**config.mk**
```make
export PLATFORM = sky130hd
export DESIGN_NAME = carwash_input_ctrl_flat
export DESIGN_NICKNAME = d
export VERILOG_FILES = /design/src/rtl/carwash_input_ctrl_if.sv /design/src/rtl/carwash_input_ctrl.sv /design/src/flat_wrapper.sv
export SDC_FILE = /design/constraint.sdc
export NUM_CORES = 1
export LEC_CHECK = 0
export ABC_CLOCK_PERIOD_IN_PS = 6150
export CAP_MARGIN = 20
export CORE_UTILIZATION = 35
export CTS_CLUSTER_SIZE = 14
export DETAILED_ROUTE_END_ITERATION = 6
export HOLD_SLACK_MARGIN = 0.06
export PLACE_DENSITY = 0.54
export SYNTH_ARGS = -nofsm -noshare
export SYNTH_HDL_FRONTEND = slang
export SYNTH_SLANG_ARGS = --single-unit
```
**constraint.sdc**
```tcl
create_clock -name clk -period 6.15 [get_ports clk]
set_input_delay 1.845 -clock clk [delete_from_list [all_inputs] [get_ports clk]]
set_output_delay 1.845 -clock clk [all_outputs]
set_load 0.01 [all_outputs]
```
**src/rtl/carwash_input_ctrl_if.sv**
```systemverilog
// Car-wash front-end bus: raw buttons/switches in, clean pulses and package code out.
// master drives the raw inputs (board/testbench); slave is carwash_input_ctrl.
interface carwash_input_ctrl_if;
    logic       BTN3;
    logic       BTN0;
    logic       SW7;
    logic       SW6;
    logic       SW5;
    logic       start_pulse;
    logic       abort_pulse;
    logic       step_tick;
    logic [1:0] pkg;
    logic       busy;
    logic       done;

    modport master (
        output BTN3, BTN0, SW7, SW6, SW5,
        input  start_pulse, abort_pulse, step_tick, pkg, busy, done
    );

    modport slave (
        input  BTN3, BTN0, SW7, SW6, SW5,
        output start_pulse, abort_pulse, step_tick, pkg, busy, done
    );
endinterface

```
**src/rtl/carwash_input_ctrl.sv**
```systemverilog
// Car-wash input controller: 2-flop sync + debounce on BTN3/BTN0, package latch and a
// run-control FSM (IDLE/RUN/DONE) emitting registered start/abort/step pulses.
// Build option: define CARWASH_STEP_TIMER_EN for the automatic step timer; when it is
// undefined each debounced BTN3 press in RUN produces the step tick instead.
module carwash_input_ctrl #(
    parameter int unsigned DEB_CYCLES  = 16,
    parameter int unsigned STEP_CYCLES = 64
) (
    input  logic                  clk,
    input  logic                  rst,
    carwash_input_ctrl_if.slave   bus
);

    localparam int unsigned DW = (DEB_CYCLES > 1) ? $clog2(DEB_CYCLES) : 1;
    localparam logic [DW-1:0] DebMax = DW'(DEB_CYCLES - 1);

    typedef enum logic [1:0] {StIdle, StRun, StDone} state_e;

    // Index 0 = BTN3 (start/pay/step), index 1 = BTN0 (abort)
    logic [1:0]    raw;
    logic [1:0]    sync1_q, sync2_q;
    logic [1:0]    deb_q, deb_d;
    logic [DW-1:0] deb_cnt_q [2];
    logic [DW-1:0] deb_cnt_d [2];
    logic [1:0]    press;
    logic          btn3_press, btn0_press;

    assign raw        = {bus.BTN0, bus.BTN3};
    assign btn3_press = press[0];
    assign btn0_press = press[1];

    // Debounce: count while the synced input disagrees; flip on the DEB_CYCLES-th sample.
    // The press event is the cycle the level flips to 1, so it fires once per press.
    always_comb begin
        for (int i = 0; i < 2; i++) begin
            deb_d[i]     = deb_q[i];
            deb_cnt_d[i] = '0;
            press[i]     = 1'b0;
            if (sync2_q[i] != deb_q[i]) begin
                if (deb_cnt_q[i] == DebMax) begin
                    deb_d[i] = sync2_q[i];
                    press[i] = sync2_q[i];
                end else begin
                    deb_cnt_d[i] = deb_cnt_q[i] + 1'b1;
                end
            end
        end
    end

    // Synchronizer and debounce state
    always_ff @(posedge clk or posedge rst) begin
        if (rst) begin
            sync1_q      <= '0;
            sync2_q      <= '0;
            deb_q        <= '0;
            deb_cnt_q[0] <= '0;
            deb_cnt_q[1] <= '0;
        end else begin
            sync1_q      <= raw;
            sync2_q      <= sync1_q;
            deb_q        <= deb_d;
            deb_cnt_q[0] <= deb_cnt_d[0];
            deb_cnt_q[1] <= deb_cnt_d[1];
        end
    end

    // Package decode with SW7 > SW6 > SW5 priority, and its step count
    logic [1:0] pkg_sel;
    logic [3:0] pkg_steps;

    always_comb begin
        pkg_sel = 2'd0;
        if (bus.SW7)      pkg_sel = 2'd1;
        else if (bus.SW6) pkg_sel = 2'd2;
        else if (bus.SW5) pkg_sel = 2'd3;
        unique case (pkg_sel)
            2'd1:    pkg_steps = 4'd5;
            2'd2:    pkg_steps = 4'd7;
            2'd3:    pkg_steps = 4'd13;
            default: pkg_steps = 4'd0;
        endcase
    end

    state_e     state_q, state_d;
    logic [1:0] pkg_q, pkg_d;
    logic [3:0] steps_q, steps_d;
    logic       start_q, start_d;
    logic       abort_q, abort_d;
    logic       tick_q, tick_d;
    logic       busy_q, busy_d;
    logic       done_q, done_d;
    logic       step_evt;

`ifdef CARWASH_STEP_TIMER_EN
    localparam int unsigned TW = (STEP_CYCLES > 1) ? $clog2(STEP_CYCLES) : 1;
    localparam logic [TW-1:0] TimerMax = TW'(STEP_CYCLES - 1);

    logic [TW-1:0] timer_q, timer_d;

    assign step_evt = (timer_q == TimerMax);
`else
    assign step_evt = btn3_press;
`endif

    // Run-control next state. steps_left reaching 0 is acted on one cycle later so that
    // busy stays high through the final tick and done rises in the following cycle.
    always_comb begin
        state_d = state_q;
        pkg_d   = pkg_q;
        steps_d = steps_q;
        start_d = 1'b0;
        abort_d = 1'b0;
        tick_d  = 1'b0;
`ifdef CARWASH_STEP_TIMER_EN
        timer_d = '0;
`endif
        unique case (state_q)
            StIdle: begin
                if (btn3_press && (pkg_sel != 2'd0)) begin
                    pkg_d   = pkg_sel;
                    steps_d = pkg_steps;
                    start_d = 1'b1;
                    state_d = StRun;
                end
            end
            StRun: begin
`ifdef CARWASH_STEP_TIMER_EN
                timer_d = step_evt ? '0 : timer_q + 1'b1;
`endif
                if (steps_q == 4'd0) begin
                    state_d = StDone;
                end else if (btn0_press) begin
                    // Abort wins over a coincident step event
                    abort_d = 1'b1;
                    pkg_d   = 2'd0;
                    steps_d = 4'd0;
                    state_d = StIdle;
                end else if (step_evt) begin
                    tick_d  = 1'b1;
                    steps_d = steps_q - 4'd1;
                end
            end
            StDone: begin
                if (btn3_press) begin
                    pkg_d   = 2'd0;
                    state_d = StIdle;
                end
            end
            default: state_d = StIdle;
        endcase
        busy_d = (state_d == StRun);
        done_d = (state_d == StDone);
    end

    // FSM state, counters and registered outputs
    always_ff @(posedge clk or posedge rst) begin
        if (rst) begin
            state_q <= StIdle;
            pkg_q   <= 2'd0;
            steps_q <= 4'd0;
            start_q <= 1'b0;
            abort_q <= 1'b0;
            tick_q  <= 1'b0;
            busy_q  <= 1'b0;
            done_q  <= 1'b0;
`ifdef CARWASH_STEP_TIMER_EN
            timer_q <= '0;
`endif
        end else begin
            state_q <= state_d;
            pkg_q   <= pkg_d;
            steps_q <= steps_d;
            start_q <= start_d;
            abort_q <= abort_d;
            tick_q  <= tick_d;
            busy_q  <= busy_d;
            done_q  <= done_d;
`ifdef CARWASH_STEP_TIMER_EN
            timer_q <= timer_d;
`endif
        end
    end

    assign bus.start_pulse = start_q;
    assign bus.abort_pulse = abort_q;
    assign bus.step_tick   = tick_q;
    assign bus.pkg         = pkg_q;
    assign bus.busy        = busy_q;
    assign bus.done        = done_q;

endmodule

```
**src/flat_wrapper.sv**
```systemverilog
// flat-port wrapper written by rule: the top's interface ports become plain ports
module carwash_input_ctrl_flat 
#(
    parameter int unsigned DEB_CYCLES  = 16,
    parameter int unsigned STEP_CYCLES = 64
)
  (clk, rst, bus_BTN3, bus_BTN0, bus_SW7, bus_SW6, bus_SW5, bus_start_pulse, bus_abort_pulse, bus_step_tick, bus_pkg, bus_busy, bus_done);
  carwash_input_ctrl_if bus_i ();
  input  logic clk;
  input  logic rst;
  input wire logic [$bits(bus_i.BTN3)-1:0] bus_BTN3;
  input wire logic [$bits(bus_i.BTN0)-1:0] bus_BTN0;
  input wire logic [$bits(bus_i.SW7)-1:0] bus_SW7;
  input wire logic [$bits(bus_i.SW6)-1:0] bus_SW6;
  input wire logic [$bits(bus_i.SW5)-1:0] bus_SW5;
  output wire logic [$bits(bus_i.start_pulse)-1:0] bus_start_pulse;
  output wire logic [$bits(bus_i.abort_pulse)-1:0] bus_abort_pulse;
  output wire logic [$bits(bus_i.step_tick)-1:0] bus_step_tick;
  output wire logic [$bits(bus_i.pkg)-1:0] bus_pkg;
  output wire logic [$bits(bus_i.busy)-1:0] bus_busy;
  output wire logic [$bits(bus_i.done)-1:0] bus_done;
  assign bus_i.BTN3 = bus_BTN3;
  assign bus_i.BTN0 = bus_BTN0;
  assign bus_i.SW7 = bus_SW7;
  assign bus_i.SW6 = bus_SW6;
  assign bus_i.SW5 = bus_SW5;
  assign bus_start_pulse = bus_i.start_pulse;
  assign bus_abort_pulse = bus_i.abort_pulse;
  assign bus_step_tick = bus_i.step_tick;
  assign bus_pkg = bus_i.pkg;
  assign bus_busy = bus_i.busy;
  assign bus_done = bus_i.done;
  carwash_input_ctrl #(.DEB_CYCLES(DEB_CYCLES), .STEP_CYCLES(STEP_CYCLES)) u_core (.clk(clk), .rst(rst), .bus(bus_i));
endmodule
```
; ---- After elaboration in Yosys (flattened, before gate mapping)
; Index checks and enable logic that the tools add are counted.
[word_totals]
register_bits = 27
in_bits = 7
out_inout_bits = 7
elab_cells = 79
[op_classes]
n_addsub = 3
n_eq_ne = 16
n_mux = 36
reduce_logical = 10
[op_table]
columns = operator, count
row1 = 4-bit two-way mux, 8
row2 = 2-bit two-way mux, 11
row3 = 1-bit two-way mux, 13
row4 = 2-bit case mux with 3 select lines, 2
row5 = 4-bit case mux with 3 select lines, 1
row6 = "4-bit by 1-bit adder with 4-bit output, second input constant", 2
row7 = "2-bit equality test, second input constant", 4
row8 = "4-bit equality test, second input constant", 2
row9 = 4-bit case mux with 2 select lines, 1
row10 = "2-bit by 1-bit equality test with 1-bit output, second input constant", 3
row11 = "2-bit by 1-bit != test with 1-bit output, second input constant", 3
row12 = 5-bit AND reduction, 1
row13 = 4-bit zero test, 1
row14 = 2-bit AND reduction, 2
row15 = 4-bit AND reduction, 1
row16 = 2-bit nonzero test, 2
row17 = "4-bit by 1-bit subtractor with 4-bit output, second input constant", 1
row18 = "3-bit by 1-bit != test with 1-bit output, second input constant", 1
row19 = 3-bit nonzero test, 1
row20 = 2-bit zero test, 1
row21 = 1-bit != test, 2
row22 = "2-bit != test, second input constant", 1
row23 = 1-bit logical AND, 1

; ---- Logic depth before layout (Yosys ltp)
[depth]
depth_word = 8
ltp_mapped = 8
depth_no_buf = 7

; ---- Least setup slack after synthesis
; Ideal clock, no wire load.
[synth_path]
path_type = input to register
start = input bus_SW7
end = register u_core.steps_q[2]
setup_time_ns = 0.126
arrival_time_ns = 3.076
required_time_ns = 6.024
slack_ns = 2.948
cell_stages = 5
n_path_buf = 0
cell_sequence = or3_4 > nand3_2 > nor3_2 > or3_4 > a221o_1
[synth_via]
elab_chain_len = 5
word_cells_on_any_way = 11
cone_classes = 4 x eq/ne / 4 x mux / 3 x reduce/logical
[synth_lines]
columns = element, line
row1 = "start, declared", flat_wrapper.sv:13  ; input wire logic [$bits(bus_i.SW7)-1:0] bus_SW7;
row2 = 2-bit two-way mux (*), carwash_input_ctrl.sv:73  ; if (bus.SW7) pkg_sel = 2'd1;
row3 = "2-bit equality test, or another cell as far along", carwash_input_ctrl.sv:76  ; unique case (pkg_sel)
row4 = 4-bit case mux with 3 select lines / 1-bit logical AND (equally long branches), "carwash_input_ctrl.sv:76, carwash_input_ctrl.sv:119"
row5 = 4-bit two-way mux / 2-bit by 1-bit != test with 1-bit output (equally long branches), -
row6 = 4-bit case mux with 2 select lines / 4-bit AND reduction (equally long branches), -
row7 = "end signal, assigned", carwash_input_ctrl.sv:172  ; steps_q <= steps_d;
row8 = "end, declared", carwash_input_ctrl.sv:86  ; logic [3:0] steps_q, steps_d;
; Mark *: on every way between the ends. The rest lies on a longest branch, timed or not. The select of a mux whose other input is x is not followed.
; A chain may end at the register's enable or synchronous reset.

; ---- Worst setup path in the final report
; Ends and elaborated chain as after synthesis.

==> impl_results.md <==
* Ys Warns at 0
* Fill count at 367
* Total power at 0.385 mW
* Cells after Synth at 121
* DR vias/cell at 4.98
* DRT iter0 DRCs at 20
* Max_cap viols at 0
* Drt pass-1 iters at 4
* Number of flops mapped to enable cells by yosys at 0
* # diodes at 0
* First-pass GRT wire length at about 4200 um
* Postcts setup bufs at 0
* R2r endpoint: u_core.steps_q[2]$_DFFE_PP0P_
* Initial Util at 37.0%
* WL met2 at 1140 um
* Gr usage total at 13.1%
* Worst r2r src: u_core.state_q[1]$_DFF_PP0_
* Measured slew at the worst slew-check pin at 0.485 ns
* Startpoint Class: input pin
* Largest net degree at the start of global routing at 28
* Top fanout value on the critical path at 5
* Post-DP HPWL at 1770 um
* Non-Filler Cell Area, Final at between 1500 and 2000 sq um
* Post-synth ARST share at 100%
* Final hold slack at 0.359 ns
* Dominant cells by area after synthesis: dfrtp_1 (50%), ha_1 (7.3%), mux2_4 (3.3%), xnor2_1 (3.2%), nor3_1 (2.6%)
* GP Congestion at 0.868
* Max Slew Vio Count at 0
* CTS resizes at 0
* Highest metal used: met4
* Synth Register Bits at 27
* Antenna Nets Post-Route at 0
* Port Buf Inserts at 13
* Share of the synthesized area in the top cell type at 49.5%
* CTS root buf: clkbuf_8
* Synth cell count leaders: dfrtp_1 (27), inv_1 (9), nor2_1 (9)
* Syn nets at 136
* Critical path endpoint category: register
* Required @ worst endpoint at around 6.3 ns
* Synthesized area per cell at 11.3 sq um
* Avg WL per Cell at 12.5 um
* RSZ-0062 raised after global routing: false
* Max H-tree Level at 1
* Layout area overhead at 17.5%
* Drt drc at 0
* Placed cell areas at 1530 sq um
* Synth Flop Type: dfrtp_1
* Die footprint at approximately 4100 sq um
* Total gr overflow at 0
* Register area share after synthesis at between 40% and 50%
* TritonCTS clock tree: built
* Setup TNS at 0 ns
* Final period utilization at 57.0%
* Cell Rows at 22
* Core Footprint at 3690 sq um
* Outcome: finished, final reports clean
* CTS Buf Count at 3
* Metal-1 WL at 1070 um
* Yosys top cell by area: dfrtp_1
* Drt total wl at ~2300 um
* Vias in the first global route at around 950
* Pleak at 0.727 nW
* Highest clock rate at 0.285 GHz
* Skew-Pair Late Insertion Delay at 0.27 ns
* Max Root-Sink Buffers at 2
* Overall die width at about 64 um
* Ratio of cells with drive above 1 in the final layout at 11.7%
* Chip Height at between 60 and 70 um
* Initial antenna violation count at 0
* Critical path capture point: u_core.steps_q[2]$_DFFE_PP0P_
* Reg2reg path depth at 6
* CTS sink cnt at 27
* Crit path arrival time at 3.67 ns
* Hold buffers post-CTS at 0
* Slew HR at 67.6%
* Final setup viols at 0
* I/O pins at 14
* Hold Path Class: reg2reg
* Met3 wire length at ~81 um
* Most common cell in the netlist: dfrtp_1
* Clock slew at reported path FFs at 0.09 ns
* Final Hold Viols at 0
* VDD IR max at about 0.00018 V
* Tmin final at 3.51 ns
* Total Nets Final at 153
* PD cells at 240 nW/um^2
* Post-Syn Area at 1360 sq um
* Register-to-Register Setup Slack at ~4.1 ns
* Critical path origin: bus_SW7
* Fin Clk Skew at around 0.0032 ns
* Netlist cell types at 40
* Vias at ~920
* WS Path Type: in2reg
-- final cells by class --
| class | instances | area [sq um] | area share (%) |
|---|---|---|---|
| repair buffers | 14 | 158 | 9.84 |
| flip-flops and latches | 27 | 676 | 42.2 |
| well taps | 48 | 60.1 | 3.75 |
| clock inverters | 1 | 5.00 | 0.312 |
| clock buffers | 3 | 41.3 | 2.58 |
| inverters | 10 | 37.5 | 2.34 |
| multi-input cells | 82 | 626 | 39.0 |
-- cells by family after synthesis --
family,after synthesis,share of synthesized area [%]
compound gates,26,13.1
xor+xnor,5,3.21
fa+ha+maj,8,7.34
buf+inv,12,4.59
flops,27,49.5
mux,7,6.61
simple gates,36,15.6
-- stage by stage --
step	util, %	std cells	setup slack, ns
global placement	41.5	180	2.39
floorplan	-	121	2.95
detailed placement	41.5	180	2.35
global route	43.5	185	2.56
finish	43.5	185	2.64
CTS	42.7	184	2.64
-- report_power, final --
part	leakage, nW	total (mW)	internal, mW	switching (mW)
combinational	0.343	0.0832	0.0438	0.0394
clock	0.0255	0.0974	0.0454	0.0521
sequential	0.358	0.204	0.193	0.0107
total	0.727	0.385	0.282	0.102
-- per-layer routing --
layer	up-vias	track usage (%)
met5	-	0
met4	0	3.61
met3	4	4.05
met2	14	22.1
met1	443	16.1
li1	461	-
-- registers in the layout, indices dropped and copies added (netlist names) --
name,count
u_core.bus.abort_pulse,1
u_core.bus.busy,1
u_core.bus.done,1
u_core.bus.pkg,2
u_core.bus.start_pulse,1
u_core.bus.step_tick,1
u_core.deb_cnt_q,8
u_core.deb_q,2
u_core.state_q,2
u_core.steps_q,4
u_core.sync1_q,2
u_core.sync2_q,2
-- how the worst min path moves through the flow --
stage	startpoint	endpoint	slack [ns]	cells past startpoint
after CTS	u_core.sync1_q[0]$_DFF_PP0_	u_core.sync2_q[0]$_DFF_PP0_	0.36	0
after global routing	u_core.sync1_q[1]$_DFF_PP0_	u_core.sync2_q[1]$_DFF_PP0_	0.37	0
after detailed placement	u_core.sync1_q[0]$_DFF_PP0_	u_core.sync2_q[0]$_DFF_PP0_	0.34	0
after floorplan	u_core.sync1_q[0]$_DFF_PP0_	u_core.sync2_q[0]$_DFF_PP0_	0.33	0
after global placement	u_core.sync1_q[0]$_DFF_PP0_	u_core.sync2_q[0]$_DFF_PP0_	0.34	0
final	u_core.sync1_q[0]$_DFF_PP0_	u_core.sync2_q[0]$_DFF_PP0_	0.36	0
-- layout by cell type, fill, tap and decap left out, drive strengths merged, types with 4 or more instances in the layout --
cell type / instances
o21ai: 4
nor2b: 4
nor3: 8
a21oi: 6
xnor2: 5
inv: 10
nor2: 9
dfrtp: 27
clkdlybuf4s50: 13
mux2: 7
ha: 8
-- critical path, stage by stage --
cell and delay [ns]:
clkdlybuf4s50_1 0.49, or3_4 0.43, nand3_2 0.11, nor3_2 0.05
or3_4 0.43, a221o_1 0.32
No activity file was read; power rests on OpenSTA's default activity.
